File: src/rtl/jtag_scan_sequencer_if.sv
// Command/response bus between the debug command source and the JTAG scan sequencer.
// The master issues commands and sees one response pulse per command; the slave is the sequencer.
interface jtag_scan_sequencer_if #(
    parameter int MAX_LEN = 32,
    parameter int LW      = $clog2(MAX_LEN + 1)
);
    logic               cmd_valid;
    logic               cmd_ready;
    logic [1:0]         cmd_op;
    logic [LW-1:0]      cmd_len;
    logic [MAX_LEN-1:0] cmd_data;
    logic               rsp_valid;
    logic [MAX_LEN-1:0] rsp_data;
    logic               busy;

    modport master (
        output cmd_valid, cmd_op, cmd_len, cmd_data,
        input  cmd_ready, rsp_valid, rsp_data, busy
    );

    modport slave (
        input  cmd_valid, cmd_op, cmd_len, cmd_data,
        output cmd_ready, rsp_valid, rsp_data, busy
    );
endinterface

File: src/rtl/jtag_scan_sequencer.sv
// JTAG master: expands RESET/IR/DR/IDLE commands into per-edge TMS/TDI schedules and captures TDO.
// Completion 1+2*DIV*edges clk cycles after accept; cmd_ready low while a command runs, response never stalls.
module jtag_scan_sequencer #(
    parameter int MAX_LEN = 32,
    parameter int DIV     = 2,
    parameter int LW      = $clog2(MAX_LEN + 1)
) (
    input  logic                  clk,
    input  logic                  TRST_N,
    jtag_scan_sequencer_if.slave  bus,
    output logic                  TCK,
    output logic                  TMS,
    output logic                  TDI,
    input  logic                  TDO
);
    localparam int DW = (DIV > 1) ? $clog2(DIV) : 1;
    localparam logic [1:0] OP_RESET = 2'b00, OP_IR = 2'b01, OP_DR = 2'b10, OP_IDLE = 2'b11;

    typedef enum logic [2:0] {S_IDLE, S_PREFIX, S_TLR, S_HEADER, S_SHIFT, S_TAIL, S_RUN, S_DONE} state_e;

    state_e             state_q, state_d, nxt_state;
    logic [LW-1:0]      cnt_q, cnt_d, nxt_cnt, len_q, len_d, len_clamped;
    logic [DW-1:0]      div_q, div_d;
    logic               tck_q, tck_d, tms_q, tms_d, tdi_q, tdi_d, in_rti_q, in_rti_d;
    logic [1:0]         op_q, op_d;
    logic [MAX_LEN-1:0] data_q, data_d, sr_q, sr_d, rsp_data_q, rsp_data_d, tdi_sel;
    logic               cmd_ready, advance;

    // Segment that follows the TLR->RTI prefix edge; an empty IDLE goes straight to completion.
    function automatic state_e post_prefix(input logic [1:0] op, input logic [LW-1:0] len);
        if (op == OP_IDLE) return (len == '0) ? S_DONE : S_RUN;
        return S_HEADER;
    endfunction

    // Index of the last edge of each segment; zero-length scans stop the header at Capture.
    function automatic logic [LW-1:0] seg_last(input state_e st, input logic [1:0] op, input logic [LW-1:0] len);
        case (st)
            S_TLR:          return LW'(5);
            S_HEADER:       return LW'(((op == OP_IR) ? 2 : 1) + ((len != '0) ? 1 : 0));
            S_SHIFT, S_RUN: return len - LW'(1);
            S_TAIL:         return (len == '0) ? LW'(2) : LW'(1);
            default:        return '0;
        endcase
    endfunction

    function automatic logic tms_of(input state_e st, input logic [LW-1:0] cnt,
                                    input logic [1:0] op, input logic [LW-1:0] len);
        case (st)
            S_TLR:    return cnt != LW'(5);
            S_HEADER: return (cnt == '0) || ((op == OP_IR) && (cnt == LW'(1)));
            S_SHIFT:  return cnt == (len - LW'(1));
            S_TAIL:   return cnt < ((len == '0) ? LW'(2) : LW'(1));
            default:  return 1'b0;
        endcase
    endfunction

    assign len_clamped = (bus.cmd_len > LW'(MAX_LEN)) ? LW'(MAX_LEN) : bus.cmd_len;
    assign cmd_ready   = (state_q == S_IDLE) || (state_q == S_DONE);

    always_comb begin
        state_d    = state_q;
        cnt_d      = cnt_q;
        div_d      = div_q;
        tck_d      = tck_q;
        tms_d      = tms_q;
        tdi_d      = tdi_q;
        op_d       = op_q;
        len_d      = len_q;
        data_d     = data_q;
        sr_d       = sr_q;
        rsp_data_d = rsp_data_q;
        in_rti_d   = in_rti_q;
        advance    = 1'b0;
        nxt_state  = state_q;
        nxt_cnt    = cnt_q;
        tdi_sel    = '0;

        if (cmd_ready) begin
            state_d = S_IDLE;
            if (bus.cmd_valid) begin
                op_d    = bus.cmd_op;
                len_d   = len_clamped;
                data_d  = bus.cmd_data;
                sr_d    = '0;
                advance = 1'b1;
                nxt_cnt = '0;
                if (bus.cmd_op == OP_RESET)  nxt_state = S_TLR;
                else if (!in_rti_q)          nxt_state = S_PREFIX;
                else                         nxt_state = post_prefix(bus.cmd_op, len_clamped);
            end
        end else if (div_q == DW'(DIV - 1)) begin
            div_d = '0;
            tck_d = !tck_q;
            if (!tck_q) begin
                if (state_q == S_SHIFT) sr_d = {TDO, sr_q[MAX_LEN-1:1]};
            end else begin
                // Falling TCK: present the next edge's TMS/TDI so setup and hold are both DIV cycles.
                advance = 1'b1;
                if (cnt_q != seg_last(state_q, op_q, len_q)) begin
                    nxt_cnt = cnt_q + LW'(1);
                end else begin
                    nxt_cnt = '0;
                    case (state_q)
                        S_PREFIX: begin in_rti_d = 1'b1; nxt_state = post_prefix(op_q, len_q); end
                        S_HEADER: nxt_state = (len_q != '0) ? S_SHIFT : S_TAIL;
                        S_SHIFT:  nxt_state = S_TAIL;
                        S_TLR:    begin in_rti_d = 1'b1; nxt_state = S_DONE; end
                        default:  nxt_state = S_DONE;
                    endcase
                end
            end
        end else begin
            div_d = div_q + DW'(1);
        end

        if (advance) begin
            state_d = nxt_state;
            cnt_d   = nxt_cnt;
            div_d   = '0;
            if (nxt_state == S_DONE) begin
                tdi_d      = 1'b0;
                rsp_data_d = ((op_d == OP_IR) || (op_d == OP_DR)) ? (sr_d >> (MAX_LEN - int'(len_d))) : '0;
            end else begin
                tdi_sel = data_d >> nxt_cnt;
                tms_d   = tms_of(nxt_state, nxt_cnt, op_d, len_d);
                tdi_d   = (nxt_state == S_SHIFT) ? tdi_sel[0] : 1'b0;
            end
        end
    end

    always_ff @(posedge clk or negedge TRST_N) begin
        if (!TRST_N) begin
            state_q    <= S_IDLE;
            cnt_q      <= '0;
            div_q      <= '0;
            tck_q      <= 1'b0;
            tms_q      <= 1'b1;
            tdi_q      <= 1'b0;
            op_q       <= OP_RESET;
            len_q      <= '0;
            data_q     <= '0;
            sr_q       <= '0;
            rsp_data_q <= '0;
            in_rti_q   <= 1'b0;
        end else begin
            state_q    <= state_d;
            cnt_q      <= cnt_d;
            div_q      <= div_d;
            tck_q      <= tck_d;
            tms_q      <= tms_d;
            tdi_q      <= tdi_d;
            op_q       <= op_d;
            len_q      <= len_d;
            data_q     <= data_d;
            sr_q       <= sr_d;
            rsp_data_q <= rsp_data_d;
            in_rti_q   <= in_rti_d;
        end
    end

    assign bus.cmd_ready = cmd_ready;
    assign bus.busy      = !cmd_ready;
    assign bus.rsp_valid = (state_q == S_DONE);
    assign bus.rsp_data  = rsp_data_q;
    assign TCK           = tck_q;
    assign TMS           = tms_q;
    assign TDI           = tdi_q;
endmodule
File: src/flat_wrapper.sv
// flat-port wrapper written by rule: the top's interface ports become plain ports
module jtag_scan_sequencer_flat 
#(
    parameter int MAX_LEN = 32,
    parameter int DIV     = 2,
    parameter int LW      = $clog2(MAX_LEN + 1)
)
  (clk, TRST_N, TCK, TMS, TDI, TDO, bus_cmd_valid, bus_cmd_op, bus_cmd_len, bus_cmd_data, bus_cmd_ready, bus_rsp_valid, bus_rsp_data, bus_busy);
  jtag_scan_sequencer_if #(.MAX_LEN(MAX_LEN), .LW(LW)) bus_i ();
  input  logic clk;
  input  logic TRST_N;
  output logic TCK;
  output logic TMS;
  output logic TDI;
  input  logic TDO;
  input wire logic [$bits(bus_i.cmd_valid)-1:0] bus_cmd_valid;
  input wire logic [$bits(bus_i.cmd_op)-1:0] bus_cmd_op;
  input wire logic [$bits(bus_i.cmd_len)-1:0] bus_cmd_len;
  input wire logic [$bits(bus_i.cmd_data)-1:0] bus_cmd_data;
  output wire logic [$bits(bus_i.cmd_ready)-1:0] bus_cmd_ready;
  output wire logic [$bits(bus_i.rsp_valid)-1:0] bus_rsp_valid;
  output wire logic [$bits(bus_i.rsp_data)-1:0] bus_rsp_data;
  output wire logic [$bits(bus_i.busy)-1:0] bus_busy;
  assign bus_i.cmd_valid = bus_cmd_valid;
  assign bus_i.cmd_op = bus_cmd_op;
  assign bus_i.cmd_len = bus_cmd_len;
  assign bus_i.cmd_data = bus_cmd_data;
  assign bus_cmd_ready = bus_i.cmd_ready;
  assign bus_rsp_valid = bus_i.rsp_valid;
  assign bus_rsp_data = bus_i.rsp_data;
  assign bus_busy = bus_i.busy;
  jtag_scan_sequencer #(.MAX_LEN(MAX_LEN), .DIV(DIV), .LW(LW)) u_core (.clk(clk), .TRST_N(TRST_N), .bus(bus_i), .TCK(TCK), .TMS(TMS), .TDI(TDI), .TDO(TDO));
endmodule
File: config.mk
export PLATFORM = sky130hd
export DESIGN_NAME = jtag_scan_sequencer_flat
export DESIGN_NICKNAME = d
export VERILOG_FILES = /design/src/rtl/jtag_scan_sequencer_if.sv /design/src/rtl/jtag_scan_sequencer.sv /design/src/flat_wrapper.sv
export SDC_FILE = /design/constraint.sdc
export NUM_CORES = 1
export LEC_CHECK = 0
export ABC_AREA = 1
export CELL_PAD_IN_SITES_DETAIL_PLACEMENT = 0
export CELL_PAD_IN_SITES_GLOBAL_PLACEMENT = 2
export CORE_UTILIZATION = 32
export CTS_CLUSTER_DIAMETER = 150
export DETAILED_ROUTE_END_ITERATION = 10
export GPL_ROUTABILITY_DRIVEN = 0
export HOLD_SLACK_MARGIN = 0.05
export PLACE_DENSITY_LB_ADDON = 0.08
export SYNTH_ARGS = -nofsm -noshare
export SYNTH_HDL_FRONTEND = slang
export SYNTH_SLANG_ARGS = --single-unit
File: constraint.sdc
create_clock -name clk -period 3.85 [get_ports clk]
set_input_delay 0.77 -clock clk [delete_from_list [all_inputs] [get_ports clk]]
set_output_delay 0.77 -clock clk [all_outputs]
set_load 0.01 [all_outputs]
==> flow_metrics.env, run 1 <==
export IMPL_status="completed"
export IMPL_compound_gate_fraction_of_synth_area=0.08644
export IMPL_rr_worst_depth=20
export IMPL_setup_viol=0
export IMPL_syn_mean_instance_area_um2=6.911
export IMPL_grt_pass1_wl_mm=41.18
export IMPL_clk_pin_slew_worst_paths_ns=0.06
export IMPL_dp_wirelength_mm=18.67
export IMPL_row_count=55
export IMPL_clk_latency_ns=0.43
export IMPL_multi_input_area_mm2=0.003951
export IMPL_io_pins=82
export IMPL_synthesis_yosys_warnings=0
export IMPL_insertedDiodeCount=0
export IMPL_die_height_um=155.2
export IMPL_area_sequential_mm2=0.002954
export IMPL_num_fill_cells=2447
export IMPL_cts_tree="done"
export IMPL_top_signal_layer_used="met4"
export IMPL_drt_pass1_iter_count=6
export IMPL_numPortBuffers=81
export IMPL_post_synthesis_instance_area_mm2=0.007512
export IMPL_ctsHtreeMaxLevel=4
export IMPL_synth_enable_flop_cells=0
export IMPL_synth_adder_area_share=0.009993
export IMPL_worst_path_max_fanout=24
export IMPL_ys_types=42
export IMPL_crit_reg2reg_capture="u_core.bus.rsp_data[29]"
export IMPL_first_global_vias=7513
export IMPL_synth_fp_nets=1137
export IMPL_layout_min_cycle_time_ns=3.507
export IMPL_grt_start_max_net_pins=49
export IMPL_post_cts_hold_buffer_count=0
export IMPL_drt_wl_total_mm=25.15
export IMPL_worst_endpoint_arrival_ns=3.79
export IMPL_timing_critical_path_from_type="register"
export IMPL_rsz0062_at_grt="false"
export IMPL_first_iter_violations=387
export IMPL_wire_per_inst_um=16.73
export IMPL_fin_skew_ns=0.02130
export IMPL_worst_slew_pin_slew_ns=0.6747
export IMPL_synth_main_ff_cell="sky130_fd_sc_hd__dfrtp_1"
export IMPL_critical_path_required_ns=4.13
export IMPL_timing_final_crit_share=0.9108
export IMPL_r2r_setup_slack_ns=0.34
export IMPL_timing_max_transition_violations_final=0
export IMPL_leakage_uw=0.004556
export IMPL_worstSetupPathType="register to register"
export IMPL_floorplan_die_area_mm2=0.02409
export IMPL_largest_family_of_logic_cells_by_synthesized_area="simple AND/OR/NAND/NOR gates"
export IMPL_timing_final_hold_violations=0
export IMPL_vdd_drop_max_mv=0.5431
export IMPL_remaining_drc_errors=0
export IMPL_route_met2_wl_mm=12.71
export IMPL_cts_buffers_inserted=17
export IMPL_synth_seq_cells=118
export IMPL_cts_root_buf="sky130_fd_sc_hd__clkbuf_16"
export IMPL_worst_r2r_startpoint="u_core.len_q[0]"
export IMPL_number_of_sinks_driven_by_the_clock_tree=118
export IMPL_holdWs_ns=0.3661
export IMPL_final_nets=1228
export IMPL_fmax_mhz=285.2
export IMPL_synth_simple_gate_area_frac=0.4217
export IMPL_synthCells=1087
export IMPL_die_width_um=155.2
export IMPL_floorplan_initialDensity=0.3288
export IMPL_wirelength_met1_mm=11.26
export IMPL_slew_headroom=0.5472
export IMPL_met3WireLength_um=854
export IMPL_grt_total_usage=0.2208
export IMPL_yosys_mux_area_fraction=0
export IMPL_fp_coreArea_mm2=0.02285
export IMPL_final_layout_setup_total_negative_slack_ns=0
export IMPL_asyncSetResetFlopFracSynth=1.000
export IMPL_post_route_cells_drive_above_1_share=0.1092
export IMPL_yosys_area_share_xor_xnor=0.005829
export IMPL_synthToLayoutAreaGrowth_pct=27.22
export IMPL_grt_antenna_before_repair=0
export IMPL_drt_vias_per_instance=4.967
export IMPL_final_antenna_net_count=0
export IMPL_vias=7465
export IMPL_clockBufferDepth=2
export IMPL_holdCritPathClass="input port to async pin"
export IMPL_max_cap_violations=0
export IMPL_synth_yosys_seq_area_share=0.3932
export IMPL_power_per_cell_area_mw_per_mm2=902.5
export IMPL_end_kind="register"
export IMPL_grt_ovfl_total=0
## cells in the final DEF (no fill, tap or decap), types with 14 or more instances in the layout
cell type / Yosys / routed
sky130_fd_sc_hd__nor2_1: 37 / 35
sky130_fd_sc_hd__clkbuf_16: 0 / 17
sky130_fd_sc_hd__clkdlybuf4s50_1: 0 / 80
sky130_fd_sc_hd__nand2_1: 350 / 349
sky130_fd_sc_hd__buf_4: 1 / 40
sky130_fd_sc_hd__o21ai_1: 15 / 15
sky130_fd_sc_hd__dfrtp_1: 117 / 117
sky130_fd_sc_hd__nand3_1: 278 / 278
sky130_fd_sc_hd__o22ai_1: 34 / 34
sky130_fd_sc_hd__inv_1: 86 / 84
sky130_fd_sc_hd__a21oi_1: 14 / 14
## metrics by stage
step                      utilization  setup WS (ns)  cell area (um2)  std cells  power, uW
after floorplan                     -         0.7586             7512       1087       5145
after global placement         0.3892        0.09365             8891       1469       6950
after detailed placement       0.3892         0.1350             8891       1469       6922
after CTS                      0.4166         0.1318             9518       1500       8689
after global routing           0.4183        0.05653             9557       1503       9383
final                          0.4183         0.3434             9557       1503       8625
## synth_stat cells, types with 2 or more instances
library cell / number / area (um2)
sky130_fd_sc_hd__o21ai_1: 15 / 75.07
sky130_fd_sc_hd__o21ai_0: 13 / 65.06
sky130_fd_sc_hd__nor3_1: 7 / 35.03
sky130_fd_sc_hd__nand3_2: 2 / 20.02
sky130_fd_sc_hd__buf_1: 8 / 30.03
sky130_fd_sc_hd__inv_2: 10 / 37.54
sky130_fd_sc_hd__buf_2: 20 / 100.1
sky130_fd_sc_hd__a21oi_2: 3 / 26.28
sky130_fd_sc_hd__nand3_1: 278 / 1391
sky130_fd_sc_hd__dfrtp_1: 117 / 2928
sky130_fd_sc_hd__nor2_8: 2 / 40.04
sky130_fd_sc_hd__nand4_1: 9 / 56.30
sky130_fd_sc_hd__nor2_1: 37 / 138.9
sky130_fd_sc_hd__nand2_1: 350 / 1314
sky130_fd_sc_hd__nand2_4: 5 / 56.30
sky130_fd_sc_hd__clkbuf_1: 25 / 93.84
sky130_fd_sc_hd__inv_1: 86 / 322.8
sky130_fd_sc_hd__buf_6: 2 / 22.52
sky130_fd_sc_hd__o22ai_1: 34 / 212.7
sky130_fd_sc_hd__xor2_1: 4 / 35.03
sky130_fd_sc_hd__clkinv_1: 2 / 7.510
sky130_fd_sc_hd__o21ai_4: 3 / 48.80
sky130_fd_sc_hd__o31ai_2: 5 / 62.56
sky130_fd_sc_hd__a21oi_1: 14 / 70.07
sky130_fd_sc_hd__ha_1: 6 / 75.07
sky130_fd_sc_hd__nand2_2: 7 / 43.79
sky130_fd_sc_hd__nor2_2: 4 / 25.02
sky130_fd_sc_hd__o31ai_1: 5 / 37.54
## final cells by class
cell class	instances	share of cell area
Clock inverter	13	0.02069
Sequential cell	118	0.3091
Multi-Input combinational cell	815	0.4135
Clock buffer	18	0.04491
Tap cell	313	0.04098
Inverter	98	0.03888
Timing Repair Buffer	128	0.1320
## registers in the layout (all words and copies together) (netlist names), 2 cells and up
signal,cells
u_core.len_q,6
u_core.op_q,2
u_core.state_q,3
u_core.data_q,32
u_core.cnt_q,6
u_core.bus.rsp_data,32
u_core.sr_q,32
## routing by layer
layer | GRT usage | vias to the layer above
met3 | 0.03538 | 18
met1 | 0.2789 | 3517
met5 | 0 | -
li1 | - | 3794
met4 | 0.04902 | 0
met2 | 0.3943 | 136
## kinds of logic after synthesis
kind of cell | after synthesis
simple gates | 707
buf+inv | 154
flops | 118
compound gates | 97
fa+ha+maj | 6
xor+xnor | 5
## worst max-delay path by stage
stage / start / to / slack [ns] / cells after the start
finish: u_core.len_q[0] / u_core.bus.rsp_data[29] / 0.34 / 20
global route: u_core.len_q[0] / u_core.bus.rsp_data[29] / 0.06 / 20
global placement: u_core.len_q[0] / u_core.bus.rsp_data[29] / 0.09 / 20
CTS: u_core.len_q[0] / u_core.bus.rsp_data[29] / 0.13 / 20
floorplan: bus_cmd_valid / u_core.bus.rsp_data[29] / 0.76 / 17
detailed placement: bus_cmd_valid / u_core.bus.rsp_data[6] / 0.13 / 15
## power by group
part / internal, uW / switching, uW
sequential: 1570 / 190
clock: 1090 / 636
combinational: 1780 / 3350
## what timing repair did
action / in CTS / in global routing
setup buffers: 0 / 3
setup endpoints to repair: 0 / 29
gates resized for setup: 0 / 5
## critical path, cell delays in order, from the launching register on
cell and delay, ns:
sky130_fd_sc_hd__dfrtp_1 0.43, sky130_fd_sc_hd__inv_2 0.13, sky130_fd_sc_hd__ha_1 0.23, sky130_fd_sc_hd__nand2_1 0.13, sky130_fd_sc_hd__nor2_2 0.16, sky130_fd_sc_hd__ha_1 0.25
sky130_fd_sc_hd__a21oi_1 0.14, sky130_fd_sc_hd__nor2_1 0.08, sky130_fd_sc_hd__nand3_1 0.08, sky130_fd_sc_hd__nand2_1 0.07, sky130_fd_sc_hd__nor2_2 0.19, sky130_fd_sc_hd__nand3_4 0.16
sky130_fd_sc_hd__nand2_1 0.09, sky130_fd_sc_hd__nand3_1 0.07, sky130_fd_sc_hd__nand2_1 0.14, sky130_fd_sc_hd__nand2_1 0.14, sky130_fd_sc_hd__nor2_4 0.24, sky130_fd_sc_hd__clkinvlp_4 0.20
sky130_fd_sc_hd__buf_12 0.20, sky130_fd_sc_hd__nand2_1 0.13, sky130_fd_sc_hd__o31ai_2 0.12
No activity file was read; power rests on OpenSTA's default activity.
==> inputs of run 2 (changes only) <==
Settings changed: CORE_UTILIZATION 32 to 35.
Clock period 3.85 ns to 4.45 ns, I/O delays scaled along.
==> flow_metrics.env, run 2 (synthesized netlist as in run 1, its figures left out) <==
export IMPL_status="completed"
export IMPL_post_cts_hold_buffer_count=0
export IMPL_multi_input_area_mm2=0.003939
export IMPL_insertedDiodeCount=0
export IMPL_vias=7307
export IMPL_cts_resized_gates=0
export IMPL_die_height_um=148.5
export IMPL_fin_skew_ns=0.01110
export IMPL_grt_total_usage=0.2232
export IMPL_grt_pass1_wl_mm=38.32
export IMPL_row_count=53
export IMPL_clk_latency_ns=0.42
export IMPL_post_route_cells_drive_above_1_share=0.08520
export IMPL_mostFrequentLayoutCells="sky130_fd_sc_hd__nand2_1, sky130_fd_sc_hd__nand3_1, sky130_fd_sc_hd__dfrtp_1"
export IMPL_cts_setup_buffers=0
export IMPL_vdd_drop_max_mv=0.4518
export IMPL_min_path_cells=2
export IMPL_timing_critical_path_from_type="register"
export IMPL_timing_final_crit_share=0.8364
export IMPL_layout_commonest_cell="sky130_fd_sc_hd__nand2_1"
export IMPL_drt_pass1_iter_count=5
export IMPL_cts_buffers_inserted=17
export IMPL_first_iter_violations=449
export IMPL_drt_wl_total_mm=23.10
export IMPL_slew_headroom=0.3395
export IMPL_power_per_cell_area_mw_per_mm2=766.4
export IMPL_floorplan_initialDensity=0.3574
export IMPL_remaining_drc_errors=0
export IMPL_worst_slew_pin_slew_ns=0.9907
export IMPL_numPortBuffers=81
export IMPL_final_layout_setup_total_negative_slack_ns=0
export IMPL_synthToLayoutAreaGrowth_pct=22.09
export IMPL_die_width_um=148.5
export IMPL_wire_per_inst_um=16.07
export IMPL_clk_pin_slew_worst_paths_ns=0.06
export IMPL_worst_endpoint_arrival_ns=4.08
export IMPL_power_total_uw=7029
export IMPL_cts_tree="done"
export IMPL_holdWs_ns=0.4750
export IMPL_leakage_uw=0.004363
export IMPL_io_pins=82
export IMPL_number_of_sinks_driven_by_the_clock_tree=118
export IMPL_timing_max_transition_violations_final=0
export IMPL_area_sequential_mm2=0.002954
export IMPL_dp_wirelength_mm=16.69
export IMPL_first_global_vias=7326
export IMPL_max_cap_violations=0
export IMPL_grt_start_max_net_pins=75
export IMPL_grt_ovfl_total=0
export IMPL_setup_viol=0
export IMPL_timing_final_hold_violations=0
export IMPL_fmax_mhz=268.7
export IMPL_floorplan_die_area_mm2=0.02205
export IMPL_layout_min_cycle_time_ns=3.722
export IMPL_worst_path_max_fanout=17
export IMPL_critical_path_required_ns=4.81
export IMPL_worstSetupPathType="register to register"
export IMPL_final_antenna_net_count=0
export IMPL_ctsHtreeMaxLevel=4
export IMPL_rsz0062_at_grt="false"
export IMPL_final_nets=1199
export IMPL_num_fill_cells=2222
export IMPL_drt_vias_per_instance=5.085
export IMPL_grt_antenna_before_repair=0
export IMPL_rr_worst_depth=20
export IMPL_holdCritPathClass="register to register"
export IMPL_end_kind="register"
export IMPL_fp_coreArea_mm2=0.02102
export IMPL_cts_root_buf="sky130_fd_sc_hd__clkbuf_16"
export IMPL_clockBufferDepth=2
[run 2: cell count changes in the layout (fill, tap and decap cells not counted), sizes merged]
cell | before | now
buf | 48 | 19
bufinv | 4 | 2
clkbuf | 18 | 19
clkinv | 7 | 3
clkinvlp | 2 | 6
inv | 98 | 100
[run 2: layout make-up]
type,instances,area share
Clock inverter,13,0.01583
Sequential cell,118,0.3221
Tap cell,275,0.03752
Multi-Input combinational cell,815,0.4295
Inverter,98,0.04011
Clock buffer,19,0.04939
Timing Repair Buffer,99,0.1056
[run 2: worst max-delay path, cell delays in order, from the launching register on]
cell,delay (ns)
sky130_fd_sc_hd__dfrtp_1,0.43
sky130_fd_sc_hd__inv_1,0.18
sky130_fd_sc_hd__ha_1,0.24
sky130_fd_sc_hd__nand2_1,0.12
sky130_fd_sc_hd__nor2_1,0.24
sky130_fd_sc_hd__ha_1,0.29
sky130_fd_sc_hd__a21oi_1,0.14
sky130_fd_sc_hd__nor2_1,0.07
sky130_fd_sc_hd__nand3_1,0.08
sky130_fd_sc_hd__nand2_1,0.07
sky130_fd_sc_hd__nor2_2,0.16
sky130_fd_sc_hd__nand3_2,0.20
sky130_fd_sc_hd__nand2_1,0.11
sky130_fd_sc_hd__nand3_1,0.07
sky130_fd_sc_hd__nand2_1,0.17
sky130_fd_sc_hd__nand2_1,0.16
sky130_fd_sc_hd__nor2_4,0.17
sky130_fd_sc_hd__nand2_4,0.19
sky130_fd_sc_hd__nor2_8,0.27
sky130_fd_sc_hd__nand3_1,0.18
sky130_fd_sc_hd__nand3_1,0.11
[run 2: per-layer routing]
layer	routed length (um)	global-route usage
met5	0	0
met1	10440	0.2770
met4	297	0.06289
met2	11580	0.3942
met3	785	0.03926
[run 2: stage by stage]
stage	instance area, um2	cells	setup WS, ns	util
4_1_cts	9171	1437	0.7142	0.4363
3_3_place_gp	8573	1405	0.3508	0.4078
3_5_place_dp	8573	1405	0.4010	0.4078
6_report	9171	1437	0.7278	0.4363
5_1_grt	9171	1437	0.3770	0.4363
2_1_floorplan	7512	1087	1.239	-
[run 2: report_power, final]
part / switching [uW] / total, uW / leakage (uW) / internal, uW
registers: 164 / 1530 / 0.00157 / 1360
logic: 2770 / 4100 / 0.00252 / 1330
clock network: 544 / 1400 / 0.000275 / 859
[run 2: final timing paths]
path                                        start                      to  slack [ns]
worst max-delay path              u_core.len_q[0]  u_core.bus.rsp_data[2]        0.73
worst min-delay path            u_core.data_q[28]       u_core.data_q[28]        0.48
worst max register to register    u_core.len_q[0]  u_core.bus.rsp_data[2]        0.73
worst min register to register  u_core.data_q[28]       u_core.data_q[28]        0.48
max in group asynchronous                  TRST_N              u_core.TMS        2.96
min in group asynchronous                  TRST_N       u_core.data_q[21]        0.64
==> inputs of run 3 (changes only) <==
Settings changed: CORE_UTILIZATION 35 to 32.
Clock period 4.45 ns to 3.9 ns, I/O delays scaled along.
==> flow_metrics.env, run 3 (synthesized netlist as in run 1, its figures left out) <==
export IMPL_wire_per_inst_um=16.84
export IMPL_clk_latency_ns=0.42
export IMPL_cpLargestDelayFamily="simple AND/OR/NAND/NOR gates"
export IMPL_timing_max_transition_violations_final=0
export IMPL_critPathMaxStageDelay_ns=0.44
export IMPL_fin_util=0.4145
export IMPL_slew_headroom=0.5237
export IMPL_num_fill_cells=2439
export IMPL_vdd_drop_max_mv=0.5610
export IMPL_synthToLayoutAreaGrowth_pct=26.05
export IMPL_area_sequential_mm2=0.002954
export IMPL_timing_critical_path_buf_inv=2
export IMPL_final_antenna_net_count=0
export IMPL_net_switching_power_uw=4157
export IMPL_fin_skew_ns=0.01505
export IMPL_grt_antenna_before_repair=0
export IMPL_grt_start_max_net_pins=76
export IMPL_holdCritPathClass="input port to async pin"
export IMPL_holdWs_ns=0.3426
export IMPL_insertedDiodeCount=0
export IMPL_number_of_sinks_driven_by_the_clock_tree=118
export IMPL_final_nets=1225
export IMPL_end_kind="register"
export IMPL_mostFrequentLayoutCells="sky130_fd_sc_hd__nand2_1, sky130_fd_sc_hd__nand3_1, sky130_fd_sc_hd__dfrtp_1"
export IMPL_post_route_cells_drive_above_1_share=0.1061
export IMPL_layout_commonest_cell="sky130_fd_sc_hd__nand2_1"
export IMPL_floorplan_initialDensity=0.3288
export IMPL_power_per_cell_area_mw_per_mm2=887.3
export IMPL_leakage_uw=0.004516
export IMPL_remaining_drc_errors=0
export IMPL_ctsHtreeMaxLevel=4
export IMPL_die_height_um=155.2
export IMPL_post_cts_hold_buffer_count=0
export IMPL_worst_endpoint_arrival_ns=3.77
export IMPL_numPortBuffers=81
export IMPL_fp_coreArea_mm2=0.02285
export IMPL_cts_buffers_inserted=17
export IMPL_vias=7398
export IMPL_clockBufferDepth=2
export IMPL_clk_pin_slew_worst_paths_ns=0.06
export IMPL_worst_path_max_fanout=15
export IMPL_critical_path_required_ns=4.21
export IMPL_grt_total_usage=0.2222
export IMPL_grt_pass1_wl_mm=41.41
export IMPL_floorplan_die_area_mm2=0.02409
export IMPL_worstPathCellList="inv_2 > ha_1 > nand2_1 > nor2_2 > ha_1 > a21oi_1 > nor2_1 > nand3_1 > nand2_1 > nor2_2 > nand3_4 > nand2_1 > nand3_1 > nand2_1 > nand2_1 > nor2_4 > nand2_4 > buf_4 > o31ai_2"
export IMPL_timing_critical_path_from_type="register"
export IMPL_drt_wl_total_mm=25.28
export IMPL_timing_final_hold_violations=0
export IMPL_setup_viol=0
export IMPL_worstSetupPathType="register to register"
export IMPL_first_iter_violations=483
export IMPL_drt_pass1_iter_count=5
export IMPL_r2r_setup_slack_ns=0.44
export IMPL_clock_power_share=0.193
export IMPL_fmax_mhz=288.8
export IMPL_worst_slew_pin_slew_ns=0.7097
export IMPL_combPwrFrac=0.599
export IMPL_switching_share=0.4947
export IMPL_die_width_um=155.2
export IMPL_rsz0062_at_grt="false"
export IMPL_cts_root_buf="sky130_fd_sc_hd__clkbuf_16"
export IMPL_grt_ovfl_total=0
export IMPL_first_global_vias=7561
export IMPL_status="completed"
export IMPL_drt_vias_per_instance=4.929
export IMPL_cts_tree="done"
export IMPL_final_layout_setup_total_negative_slack_ns=0
export IMPL_row_count=55
export IMPL_max_cap_violations=0
export IMPL_dp_wirelength_mm=18.31
export IMPL_layout_min_cycle_time_ns=3.462
export IMPL_multi_input_area_mm2=0.003949
export IMPL_io_pins=82
export IMPL_timing_final_crit_share=0.8878
export IMPL_cpMostUsedCell="sky130_fd_sc_hd__nand2_1"
export IMPL_slowest_cp_cell="sky130_fd_sc_hd__dfrtp_1"
export IMPL_seqPwrFrac=0.208
export IMPL_cell_internal_pwr_uw=4245
==> run 3: cell types whose count changed in the layout (fill, tap and decap cells not counted), moves of 2 or more <==
cell,previous run,this run
sky130_fd_sc_hd__inv_6,4,7
sky130_fd_sc_hd__clkinvlp_4,6,3
sky130_fd_sc_hd__buf_4,17,39
sky130_fd_sc_hd__clkbuf_8,2,0
sky130_fd_sc_hd__buf_12,2,6
==> run 3: path summary, 6_finish.rpt <==
path	from	to	cells after the start
setup / recovery	u_core.len_q[0]	u_core.bus.rsp_data[29]	19
hold / removal	TRST_N	u_core.data_q[21]	1
min in group clk	u_core.data_q[19]	u_core.data_q[19]	2
setup reg to reg	u_core.len_q[0]	u_core.bus.rsp_data[29]	19
max in group asynchronous	TRST_N	u_core.len_q[2]	2
hold reg to reg	u_core.data_q[19]	u_core.data_q[19]	2
==> run 3: final cells by class <==
type / instances / area share
clock inverters: 14 / 0.01731
flip-flops and latches: 118 / 0.3120
multi-input cells: 815 / 0.4170
inverters: 98 / 0.03885
clock buffers: 18 / 0.04532
repair buffers: 125 / 0.1282
well taps: 313 / 0.04136
==> run 3: per-layer routing <==
layer  part of all wire  up-vias  global-route usage
li1                   -     3789                   -
met1               0.46     3469              0.2795
met2               0.50      121              0.3938
met3              0.031       19             0.03621
met4              0.012        0             0.05789
met5                  0        -                   0
==> run 3: power by group through the flow <==
stage	Clock, uW	Sequential, uW	Combinational [uW]
after floorplan	0	1760	3320
after global placement	0	1770	5070
after detailed placement	0	1770	5040
after CTS	1670	1750	5070
after global routing	1720	1790	5640
final	1620	1750	5030
==> run 3: what timing repair did <==
action	in CTS	in global routing
setup buffers	0	0
resized for setup	0	3
setup endpoints to repair	0	31
==> run 3: metrics by stage <==
step                setup WS [ns]  instances  power (uW)  area (um2)
CTS                        0.2598       1501        8485        9459
detailed placement         0.1176       1469        6814        8866
floorplan                  0.7986       1087        5079        7512
global route              0.06307       1501        9159        9469
global placement           0.1273       1469        6834        8866
finish                     0.4376       1501        8402        9469
